===== config.mk =====
export PLATFORM = sky130hd
export DESIGN_NAME = multiword_adder_ctrl
export DESIGN_NICKNAME = d
export VERILOG_FILES = /design/src/rtl/multiword_adder_ctrl.sv
export SDC_FILE = /design/constraint.sdc
export NUM_CORES = 1
export LEC_CHECK = 0
export ABC_AREA = 1
export ABC_CLOCK_PERIOD_IN_PS = 3200
export CAP_MARGIN = 5
export CORE_MARGIN = 2
export CORE_UTILIZATION = 47
export DETAILED_ROUTE_END_ITERATION = 8
export GPL_TIMING_DRIVEN = 1
export PLACE_DENSITY = 0.79
export RECOVER_POWER = 100
export SLEW_MARGIN = 10
export SYNTH_ARGS = -nofsm -noshare
export SYNTH_HDL_FRONTEND = slang
export SYNTH_SLANG_ARGS = --single-unit

===== constraint.sdc =====
create_clock -name clk -period 3.2 [get_ports clk]
set_input_delay 0.48 -clock clk [delete_from_list [all_inputs] [get_ports clk]]
set_output_delay 0.48 -clock clk [all_outputs]
set_load 0.02 [all_outputs]

===== src/rtl/multiword_adder_ctrl.sv =====
// -----------------------------------------------------------------------------
// multiword_adder_ctrl
//
// Purpose:
//   Performs a (8*WORDS)-bit addition A + B + cin by time-multiplexing a single
//   registered 8-bit adder (sync_adder), one byte per cycle, LSB first. The
//   carry is chained between bytes through the adder's own registered cout.
//   Operands arrive on a valid/ready handshake; the wide result leaves on a
//   valid/ready handshake. Operations never overlap.
//
// Ports:
//   clk       in   rising-edge clock
//   rst       in   asynchronous, active-high reset
//   in_valid  in   a, b, cin are valid
//   in_ready  out  controller is idle and will accept an operation
//   a, b      in   W-bit operands (W = 8*WORDS)
//   cin       in   carry into byte 0
//   out_valid out  sum/cout valid (held until out_ready)
//   out_ready in   consumer takes the result
//   sum       out  W-bit registered sum
//   cout      out  registered carry out of the top byte
//   busy      out  high whenever the controller is not idle
// -----------------------------------------------------------------------------

// Registered 8-bit adder: s/cout appear one clock after a/b/cin. No reset.
module sync_adder (
  input  logic       clk,
  input  logic [7:0] a,
  input  logic [7:0] b,
  input  logic       cin,
  output logic [7:0] s,
  output logic       cout
);

  always_ff @(posedge clk) begin
    {cout, s} <= {1'b0, a} + {1'b0, b} + {8'd0, cin};
  end

endmodule

module multiword_adder_ctrl #(
  parameter int WORDS = 4
) (
  input  logic                 clk,
  input  logic                 rst,
  input  logic                 in_valid,
  output logic                 in_ready,
  input  logic [8*WORDS-1:0]   a,
  input  logic [8*WORDS-1:0]   b,
  input  logic                 cin,
  output logic                 out_valid,
  input  logic                 out_ready,
  output logic [8*WORDS-1:0]   sum,
  output logic                 cout,
  output logic                 busy
);

  // A 1-bit index is kept even for WORDS=1 so the counter always exists.
  localparam int IDX_W = (WORDS > 1) ? $clog2(WORDS) : 1;
  localparam logic [IDX_W-1:0] LAST_IDX = IDX_W'(WORDS - 1);

  typedef enum logic [1:0] {
    ST_IDLE,
    ST_RUN,
    ST_FLUSH,
    ST_DONE
  } state_t;

  state_t                  r_state;
  state_t                  w_state_next;

  logic [WORDS-1:0][7:0]   r_a;
  logic [WORDS-1:0][7:0]   r_b;
  logic                    r_cin;
  logic [IDX_W-1:0]        r_idx;
  logic [IDX_W-1:0]        w_prev_idx;
  logic [WORDS-1:0][7:0]   r_sum;
  logic                    r_cout;

  logic [7:0]              w_add_a;
  logic [7:0]              w_add_b;
  logic                    w_add_cin;
  logic [7:0]              w_add_s;
  logic                    w_add_cout;

  sync_adder u_adder (
    .clk  (clk),
    .a    (w_add_a),
    .b    (w_add_b),
    .cin  (w_add_cin),
    .s    (w_add_s),
    .cout (w_add_cout)
  );

  // The adder result visible during RUN belongs to the byte issued one cycle
  // earlier, so it is written at the previous index.
  assign w_prev_idx = r_idx - IDX_W'(1);

  // Next-state and adder operand selection.
  always_comb begin
    w_state_next = r_state;
    w_add_a      = 8'd0;
    w_add_b      = 8'd0;
    w_add_cin    = 1'b0;
    case (r_state)
      ST_IDLE: begin
        if (in_valid) w_state_next = ST_RUN;
      end
      ST_RUN: begin
        w_add_a   = r_a[r_idx];
        w_add_b   = r_b[r_idx];
        // Byte 0 takes the operand carry; later bytes take the carry the
        // adder registered for the byte below. The stale adder cout from
        // before the operation is therefore never consumed.
        w_add_cin = (r_idx == '0) ? r_cin : w_add_cout;
        if (r_idx == LAST_IDX) w_state_next = ST_FLUSH;
      end
      ST_FLUSH: begin
        w_state_next = ST_DONE;
      end
      ST_DONE: begin
        if (out_ready) w_state_next = ST_IDLE;
      end
      default: begin
        w_state_next = ST_IDLE;
      end
    endcase
  end

  always_ff @(posedge clk or posedge rst) begin
    if (rst) begin
      r_state <= ST_IDLE;
      r_a     <= '0;
      r_b     <= '0;
      r_cin   <= 1'b0;
      r_idx   <= '0;
      r_sum   <= '0;
      r_cout  <= 1'b0;
    end else begin
      r_state <= w_state_next;
      case (r_state)
        ST_IDLE: begin
          if (in_valid) begin
            r_a   <= a;
            r_b   <= b;
            r_cin <= cin;
            r_idx <= '0;
          end
        end
        ST_RUN: begin
          if (r_idx != '0) r_sum[w_prev_idx] <= w_add_s;
          r_idx <= r_idx + IDX_W'(1);
        end
        ST_FLUSH: begin
          r_sum[WORDS-1] <= w_add_s;
          r_cout         <= w_add_cout;
        end
        default: begin
        end
      endcase
    end
  end

  assign in_ready  = (r_state == ST_IDLE);
  assign busy      = (r_state != ST_IDLE);
  assign out_valid = (r_state == ST_DONE);
  assign sum       = r_sum;
  assign cout      = r_cout;

endmodule


==> results of run 1 <==
==> final timing paths <==
| path | end | slack [ps] | depth (start not counted) | from |
|---|---|---|---|---|
| worst max register to register | sum[25] | 490 | 5 | r_idx[1] |
| max in group asynchronous | r_b[24] | 980 | 3 | rst |
| worst min-delay path | sum[23] | 490 | 2 | sum[23] |
| min in group asynchronous | r_a[22] | 980 | 2 | rst |
| worst max-delay path | sum[25] | 490 | 5 | r_idx[1] |
| worst min register to register | sum[23] | 490 | 2 | sum[23] |
==> kinds of logic after synthesis <==
| group | count (synthesis) |
|---|---|
| DFF | 111 |
| xor gates and xnor gates | 3 |
| adders and majority gates | 19 |
| and+or+nand+nor | 143 |
| AOI/OAI and AO/OA | 103 |
| buffers and inverters | 63 |
| muxes | 58 |
==> power by group through the flow <==
stage	registers, W	clock network (W)	logic, W
5_1_grt	0.00251	0.000986	0.00284
3_5_place_dp	0.00248	0	0.00291
2_1_floorplan	0.00252	0	0.00196
6_report	0.00244	0.000905	0.00255
3_3_place_gp	0.00246	0	0.00282
4_1_cts	0.00245	0.000928	0.00293
==> metrics by stage <==
step | cell area (µm²) | cells | util [%] | worst slack (ps) | hold WS, ps
global route | 6400 | 743 | 59.0 | 168 | 519
finish | 6400 | 743 | 59.0 | 486 | 486
CTS | 6590 | 743 | 60.7 | 530 | 497
global placement | 6370 | 728 | 58.7 | 629 | 466
floorplan | 5220 | 500 | - | 44.5 | 464
detailed placement | 6370 | 728 | 58.7 | 550 | 475
==> worst min-delay path, cell delays in order (launching register included) <==
cell and delay (ps):
dfrtp_1 350, nand2_1 50, o21ai_0 60
==> area by class of cell <==
| type | count | area (µm²) |
|---|---|---|
| fill | 934 | 4440 |
| clock inverter | 5 | 81.3 |
| timing repair buffer | 110 | 1090 |
| sequential | 111 | 2730 |
| tap | 140 | 175 |
| clock buffer | 10 | 138 |
| inverter | 41 | 155 |
| multi-input combinational | 326 | 2030 |
==> placed cells by master, fill, tap and decap left out, types with 2 or more instances in the layout <==
cell type        instances
nor2_1                  59
fa_1                     2
inv_2                    2
xnor2_1                  3
o21ai_1                  3
nand2_1                 67
bufinv_16                2
dfrtp_1                102
nand3b_1                 2
o21ai_0                 68
mux2_1                  42
inv_1                   38
dfxtp_1                  9
mux2_2                  15
clkbuf_2                 2
dlygate4sd3_1           37
ha_1                    17
a21oi_1                 30
buf_4                    2
clkbuf_8                10
clkdlybuf4s50_1         67
or2_2                    3
nand3_1                 10
==> flip-flops by register name, indices dropped and copies added, names as in the netlist, 2 cells and up <==
| register | cells |
|---|---|
| r_state | 2 |
| u_adder.s | 8 |
| r_b | 32 |
| sum | 32 |
| r_a | 32 |
| r_idx | 2 |
==> per-layer routing <==
metal | vias to the layer above | track usage [%] | routed length (µm) | part of all wire [%]
met2 | 110 | 32.9 | 5440 | 49
met5 | - | 0 | 0 | 0
li1 | 1847 | - | - | -
met4 | 0 | 5.06 | 153 | 1.4
met1 | 1765 | 26.3 | 5000 | 45
met3 | 13 | 3.68 | 485 | 4.4
==> impl_metrics.py, run 1 <==
metrics = {
    "pwr": {
        "power_density_mw_per_mm2": 920,
        "leakagePower_nw": 2.98,
        "clkPwrFrac_pct": 15.4,
        "finalPower_w": 0.00589,
        "p_seq_share_pct": 41.4,
        "pwr-share-comb_pct": 43.2,
        "switching_power_w": 0.00228,
        "power.share.switching_pct": 38.6,
        "ir_drop_uv": 388,
        "power.internal_w": 0.00362,
    },
    "finish": {
        "nNetsFinal": 687,
        "drive_above_1_share_pct": 7.13,
        "antenna_cells": 0,
        "syn_to_final_growth_pct": 22.7,
    },
    "synthesis": {
        "synth_ff_type": "dfrtp_1",
        "async_flop_share_pct": 91.9,
        "synth_mux_area_share_pct": 15.6,
        "netlist_top_cells_area": "dfrtp_1, mux2_4, o21ai_0, nand2_1, nor2_1",
        "synth-simple-area-share_pct": 10.9,
        "synth_edf_count": 0,
        "synth_fa_ha_area_share_pct": 4.84,
        "netlist.top_cell.by_area": "dfrtp_1",
        "synthXorXnorAreaFrac_pct": 0.503,
        "synth_compound_area_share_pct": 10.0,
        "synth_cell_type_count": 25,
        "ys_seq_area_share_pct": 52.4,
        "synth_top_family_by_area": "multiplexers",
        "synth_common_cells": "dfrtp_1, nand2_1, o21ai_0",
        "avgSynthCellArea_um2": 10.4,
        "syn-num-nets": 588,
        "yosysMostFrequentCell": "dfrtp_1",
        "ys_warn_count": 0,
        "ys_ff_latch": 111,
        "synth_top_area_share_pct": 48.9,
        "netlist_instances": 500,
        "syn-cell-area_mm2": 0.00522,
    },
    "floorplan": {
        "coreArea_mm2": 0.0108,
        "fp.dieArea_mm2": 0.0120,
        "io_pins": 105,
        "fp.dieH_um": 109,
        "die_x_um": 109,
        "initial_utilization_pct": 48.1,
        "row_count": 38,
    },
    "timing": {
        "tightest_slew_ps": 1760,
        "fin_worst_skew_ps": 12.5,
        "hold_viol": 0,
        "setup-tns-final_ps": 0,
        "setup_viol": 0,
        "post-route-min-period_ps": 2710,
        "rsz0062_at_grt": "no",
        "finalMaxSlewViolations": 56,
        "fmax_ghz": 0.368,
        "finalCritPeriodShare_pct": 84.8,
        "relSlewSlack_pct": -17.9,
    },
    "setup_path": {
        "crit_family": "compound AO/OA/AOI/OAI gates",
        "worstSetupPathType": "flip-flop to flip-flop",
        "cp-start-kind": "flip-flop",
        "path_max_fanout": 16,
        "critPathBufInv": 2,
        "critical_path_required_ps": 3380,
        "crit_slowest_cell": "o21ai_0",
        "worstPathCellList": "inv_1, ha_1, inv_1, o21ai_0, o21ai_0",
        "endpoint_kind": "flip-flop",
        "arrival_ps": 2900,
        "critPathMaxStageDelay_ps": 1220,
    },
    "clock_tree": {
        "cts_setup_buffers": 0,
        "cts_resized": 0,
        "clkTransAtPathRegs_ps": 90,
        "cts-buffers-inserted": 9,
        "clock_latency_ps": 370,
        "cts_max_level": 3,
        "cts_sinks": 111,
        "postCtsHoldBufs": 0,
        "cts_tree": "yes",
        "clock-root-buffer": "clkbuf_8",
        "cts_max_path_buffers": 2,
    },
    "global_routing": {
        "antenna_found_initial": 0,
        "grt_pass1_wl_um": 18100,
        "track_usage_pct": 19.6,
        "grt-ovfl-total": 0,
        "grt_max_degree": 45,
        "first_global_vias": 3749,
    },
    "placement": {
        "port-buffer-count": 104,
        "routabilityCongestion": 0.902,
        "hpwl_um": 8400,
    },
    "worst_hold_path": {
        "holdCritPathClass": "flip-flop to flip-flop",
    },
    "route": {
        "viasPerCell": 5.03,
        "drtAntennaViolNets": 0,
        "drc": 0,
        "vias": 3735,
        "wl_per_cell_um": 14.9,
        "totalWireLength_um": 11100,
        "drt-pass1-iter-count": 5,
        "drtIter0Drc": 190,
    },
    "outcome": {
        "status": "finished, violations left",
        "violations": "max-capacitance violations, max-slew violations",
    },
    "run": {
        "max-cap-violations": 2,
    },
}
Power figures use the tool's default switching activity.
==> run 2: changes to the inputs <==
- ABC_CLOCK_PERIOD_IN_PS: 3200 -> 2400
- clock period: 3.2 -> 2.4 ns (I/O delays scaled with it)
==> run 2 against run 1 <==
The run now ends clean; clock-buffer cell count rose by 3; largest power group unchanged; sequential power rose by 34%; hold slack got worse by 1.4 ps; highest routed layer unchanged; first-iteration DRC count rose by 25%; wire length fell by 0.26%; power rose by 41%; clock skew rose by 1.9 ps; non-clock buffer count rose by 12; via count rose by 1.7%; largest cell class unchanged.
==> impl_metrics.py, run 2 (synthesis results as in run 1) <==
metrics = {
    "setup_path": {
        "arrival_ps": 2550,
        "startpoint": "r_state[1]",
        "cp-start-kind": "flip-flop",
        "crit_family": "adder cells",
        "r2r-start": "r_state[1]",
        "worstSetupPathType": "flip-flop to flip-flop",
        "reg2reg_depth": 13,
        "worstPathCellList": "inv_2, ha_2, inv_2, nor2_1, o21ai_1, fa_2, fa_2, inv_2, nand2_2, nand2_2, buf_4, nand2_1, xnor2_1",
        "r2r_slack_ps": 80,
        "endpoint_kind": "flip-flop",
        "critPathMaxStageDelay_ps": 410,
        "critical_path_required_ps": 2640,
        "crit_slowest_cell": "dfrtp_1",
        "critPathBufInv": 4,
        "worstReg2RegEnd": "u_adder.s[4]",
        "path_common_cell": "inv_2",
        "path_max_fanout": 6,
    },
    "pwr": {
        "ir_drop_uv": 588,
        "leakagePower_nw": 3.14,
        "power_density_mw_per_mm2": 1250,
    },
    "timing": {
        "relSlewSlack_pct": 10.0,
        "fin_worst_skew_ps": 14.3,
        "setup-tns-final_ps": 0,
        "rsz0062_at_grt": "yes",
        "fmax_ghz": 0.432,
        "finalCritPeriodShare_pct": 96.5,
        "hold_viol": 0,
        "finalMaxSlewViolations": 0,
        "tightest_slew_ps": 1350,
        "post-route-min-period_ps": 2320,
        "setup_viol": 0,
    },
    "global_routing": {
        "track_usage_pct": 19.1,
        "grt_pass1_wl_um": 17900,
        "grt_max_degree": 103,
        "first_global_vias": 3678,
        "grt-ovfl-total": 0,
        "antenna_found_initial": 0,
    },
    "route": {
        "totalWireLength_um": 11000,
        "vias": 3798,
        "wl_per_cell_um": 14.6,
        "drt-pass1-iter-count": 7,
        "viasPerCell": 5.02,
        "drc": 0,
        "drtAntennaViolNets": 0,
        "drtIter0Drc": 238,
    },
    "clock_tree": {
        "cts_tree": "yes",
        "cts_sinks": 111,
        "clkTransAtPathRegs_ps": 90,
        "cts_max_path_buffers": 2,
        "postCtsHoldBufs": 0,
        "cts_max_level": 3,
        "cts-buffers-inserted": 9,
        "clock-root-buffer": "clkbuf_8",
        "clock_latency_ps": 360,
    },
    "finish": {
        "nNetsFinal": 699,
        "final_cell_mix": "dfrtp_1, clkdlybuf4s50_1, nand2_1",
        "fillers": 883,
        "multi_input_area_mm2": 0.00222,
        "finalNonFillerCells": 756,
        "syn_to_final_growth_pct": 27.4,
        "drive_above_1_share_pct": 17.9,
        "antenna_cells": 0,
        "final_common_cell": "dfrtp_1",
        "ff_latch_area_mm2": 0.00273,
    },
    "floorplan": {
        "row_count": 38,
        "fp.dieH_um": 109,
        "fp.dieArea_mm2": 0.0120,
        "io_pins": 105,
        "coreArea_mm2": 0.0108,
        "initial_utilization_pct": 48.1,
        "die_x_um": 109,
    },
    "placement": {
        "port-buffer-count": 104,
        "hpwl_um": 8230,
        "placedCellCount": 735,
        "routabilityCongestion": 0.869,
    },
    "outcome": {
        "status": "finished clean",
    },
    "run": {
        "max-cap-violations": 0,
    },
    "worst_hold_path": {
        "hp-start": "sum[23]",
        "worstHoldPathCells": 2,
        "hold_path_end": "sum[23]",
        "holdCritPathClass": "flip-flop to flip-flop",
    },
}
==> run 2: cell count changes in the layout (fill, tap and decap cells not counted), moves of 3 or more <==
cell,delta
inv_1,-5
inv_2,+4
clkbuf_1,+3
buf_4,+12
o21ai_1,+3
mux2_1,-42
mux2_4,+42
clkdlybuf4s50_1,+32
o21ai_0,-4
dlygate4sd3_1,-32
==> run 2: power by group <==
part | switching (W) | leakage, nW | internal (W) | total [W]
clock network | 0.000570 | 0.0776 | 0.000381 | 0.000951
registers | 0.000521 | 1.32 | 0.00274 | 0.00326
logic | 0.00204 | 1.74 | 0.00207 | 0.00411
total | 0.00314 | 3.14 | 0.00518 | 0.00832
==> run 2: stage by stage <==
stage	setup WS [ps]	hold slack [ps]	power [W]	utilization (%)	cell area (µm²)
final	84.2	485	0.00832	61.3	6650
after global routing	-116	504	0.00894	61.3	6650
after CTS	20.8	494	0.00823	60.7	6590
after detailed placement	110	474	0.00727	59.3	6420
after global placement	207	466	0.00713	59.3	6420
after floorplan	45.4	464	0.00598	-	5230
==> run 2: cell type report <==
class                      count  area share (%)
multi-input combinational    326            33.4
timing repair buffer         122            18.0
clock inverter                 3           0.320
inverter                      41            2.41
tap                          140            2.63
clock buffer                  13            2.09
sequential                   111            41.1
==> run 2: worst register-to-register path, delay by kind of cell, from the launching register on <==
| kind | cells | cell delay [ps] |
|---|---|---|
| AOI/OAI and AO/OA | 1 | 110 |
| xor gates and xnor gates | 1 | 120 |
| adders and majority gates | 3 | 930 |
| buffers and inverters | 4 | 320 |
| DFF | 1 | 410 |
| and+or+nand+nor | 4 | 300 |
==> run 2: worst max path at each step <==
stage	to	depth (start not counted)	slack (ps)
after floorplan	u_adder.s[6]	15	50
after global placement	u_adder.s[6]	14	210
after detailed placement	u_adder.s[6]	13	110
after CTS	u_adder.s[6]	14	20
after global routing	u_adder.s[6]	13	-120
final	u_adder.s[4]	13	80
==> run 2: layer usage <==
| layer | share of wire, % | vias to the layer above | global-route usage [%] |
|---|---|---|---|
| li1 | - | 1867 | - |
| met1 | 47 | 1789 | 27.2 |
| met2 | 47 | 129 | 31.2 |
| met3 | 4.6 | 13 | 2.73 |
| met4 | 1.2 | 0 | 4.34 |
| met5 | 0 | - | 0 |
==> run 2: timing repair <==
action	4_1_cts	5_1_grt
setup endpoints to repair	0	4
resized for setup	0	17
buffers inserted	0	5
==> run 3: changes to the inputs <==
- CAP_MARGIN: 5 -> 20
- CORE_UTILIZATION: 47 -> 45
- PLACE_DENSITY: 0.79 -> 0.76
==> run 3 against run 2 <==
Largest cell class unchanged; sequential share of layout area down 0.81 points; sequential cell count is the same; critical path type unchanged; fmax up 1.2%; critical path depth is 1 higher; combinational power shrank 3%; setup slack improved by 28 ps; power increased by 5.3%.
==> impl_metrics.py, run 3 (synthesis results as in run 1) <==
metrics = {
    "floorplan": {
        "fp.dieH_um": 112,
        "coreArea_mm2": 0.0114,
        "initial_utilization_pct": 45.9,
        "row_count": 39,
        "io_pins": 105,
        "die_x_um": 112,
        "fp.dieArea_mm2": 0.0125,
    },
    "placement": {
        "dp_slack_ps": 153,
        "placed_area_mm2": 0.00647,
        "routabilityCongestion": 0.904,
        "placedCellCount": 740,
        "port-buffer-count": 104,
        "hpwl_um": 8660,
    },
    "global_routing": {
        "grt_max_degree": 43,
        "grt-ovfl-total": 0,
        "first_global_vias": 3936,
        "antenna_found_initial": 0,
        "track_usage_pct": 18.7,
        "grt_pass1_wl_um": 19000,
    },
    "clock_tree": {
        "cts_sinks": 111,
        "clkTransAtPathRegs_ps": 80,
        "cts_max_path_buffers": 2,
        "cts-buffers-inserted": 9,
        "clock-root-buffer": "clkbuf_16",
        "cts_max_level": 3,
        "cts_tree": "yes",
        "clock_latency_ps": 340,
    },
    "timing": {
        "fin_worst_skew_ps": 7.80,
        "setup_viol": 0,
        "tightest_slew_ps": 1270,
        "rsz0062_at_grt": "yes",
        "fmax_ghz": 0.437,
        "finalCritPeriodShare_pct": 95.3,
        "finalMaxSlewViolations": 0,
        "hold_viol": 0,
        "setup-tns-final_ps": 0,
        "post-route-min-period_ps": 2290,
        "relSlewSlack_pct": 15.0,
        "setup_ws_ps": 112,
    },
    "finish": {
        "multi_input_area_mm2": 0.00216,
        "syn_to_final_growth_pct": 29.9,
        "final_cell_mix": "dfrtp_1, clkdlybuf4s50_1, nand2_1, o21ai_0, nor2_1",
        "drive_above_1_share_pct": 16.6,
        "fillers": 970,
        "nNetsFinal": 703,
        "finalNonFillerCells": 763,
        "final_common_cell": "dfrtp_1",
        "final_cell_area_mm2": 0.00678,
        "antenna_cells": 0,
        "ff_latch_area_mm2": 0.00273,
    },
    "pwr": {
        "leakagePower_nw": 3.26,
        "ir_drop_uv": 572,
        "power_density_mw_per_mm2": 1290,
    },
    "setup_path": {
        "endpoint_kind": "flip-flop",
        "cp-start-kind": "flip-flop",
        "worstSetupPathType": "flip-flop to flip-flop",
        "worstPathCellList": "inv_4, buf_4, o21ai_0, o22ai_1, nand2_1, fa_2, fa_2, inv_2, nand2_2, nand2_2, nand3b_1, nand2_1, nand2_1, nand2_1",
        "path_common_cell": "nand2_1",
        "critPathMaxStageDelay_ps": 430,
        "path_max_fanout": 4,
        "crit_slowest_cell": "dfrtp_1",
        "reg2reg_depth": 14,
        "critical_path_required_ps": 2690,
        "arrival_ps": 2580,
    },
    "route": {
        "vias": 3891,
        "viasPerCell": 5.10,
        "totalWireLength_um": 11400,
        "drtAntennaViolNets": 0,
        "wl_per_cell_um": 14.9,
        "drt-pass1-iter-count": 5,
        "drtIter0Drc": 271,
        "drc": 0,
    },
    "run": {
        "max-cap-violations": 0,
    },
    "worst_hold_path": {
        "holdCritPathClass": "flip-flop to flip-flop",
        "worstHoldPathCells": 2,
    },
    "outcome": {
        "status": "finished clean",
    },
}
## run 3: cell types whose count changed in the layout (fill, tap and decap cells not counted), moves of 2 or more
cell | before | now
clkbuf_16 | 0 | 9
clkdlybuf4s50_1 | 99 | 70
inv_6 | 0 | 2
ha_1 | 15 | 17
clkbuf_8 | 9 | 1
buf_4 | 14 | 17
mux2_4 | 43 | 32
clkbuf_1 | 4 | 0
dlygate4sd3_1 | 5 | 34
mux2_1 | 0 | 11
## run 3: power by group
group	switching [W]	leakage [nW]	total, W	internal, W
Sequential	0.000484	1.32	0.00322	0.00274
Combinational	0.00207	1.79	0.00400	0.00193
Clock	0.000681	0.152	0.00154	0.000855
Total	0.00324	3.26	0.00876	0.00553
## run 3: critical path, delay by kind of cell, from the launching register on
kind,cells,cell delay (ps)
AO/OA/AOI/OAI,2,230
adder cells (fa/ha/maj),2,780
buffers and inverters,3,260
flip-flops,1,430
AND/OR/NAND/NOR,7,520
## run 3: final timing paths
path / from / endpoint / slack (ps)
hold reg to reg: sum[13] / sum[13] / 480
setup / recovery: r_idx[0] / u_adder.cout / 110
min in group asynchronous: rst / r_a[30] / 740
setup reg to reg: r_idx[0] / u_adder.cout / 110
max in group asynchronous: rst / r_b[29] / 380
hold / removal: sum[13] / sum[13] / 480
## run 3: per-layer routing
metal / vias to the layer above / track usage (%) / wire, µm
li1: 1877 / - / -
met1: 1864 / 25.4 / 5170
met2: 129 / 30.4 / 5430
met3: 21 / 3.05 / 540
met4: 0 / 7.08 / 230
met5: - / 0 / 0
## run 3: area by class of cell
cell class	count	area share [%]
well taps	143	2.64
flip-flops and latches	111	40.3
inverters	41	2.33
clock buffers	10	3.53
multi-input cells	326	31.9
repair buffers	126	18.2
clock inverters	6	1.11
## run 3: repair_timing
action | CTS | global route
hold buffers | 0 | 0
endpoints found under the hold margin | 0 | 0
resized for setup | 0 | 10
setup endpoints to repair | 0 | 5
setup buffers | 0 | 7
## run 3: through the flow
| stage | hold WS (ps) | total power, W | util (%) |
|---|---|---|---|
| finish | 480 | 0.00876 | 59.6 |
| global route | 498 | 0.00938 | 59.6 |
| CTS | 495 | 0.00888 | 59.7 |
| detailed placement | 478 | 0.00732 | 56.9 |
| global placement | 465 | 0.00718 | 56.9 |
| floorplan | 464 | 0.00598 | - |
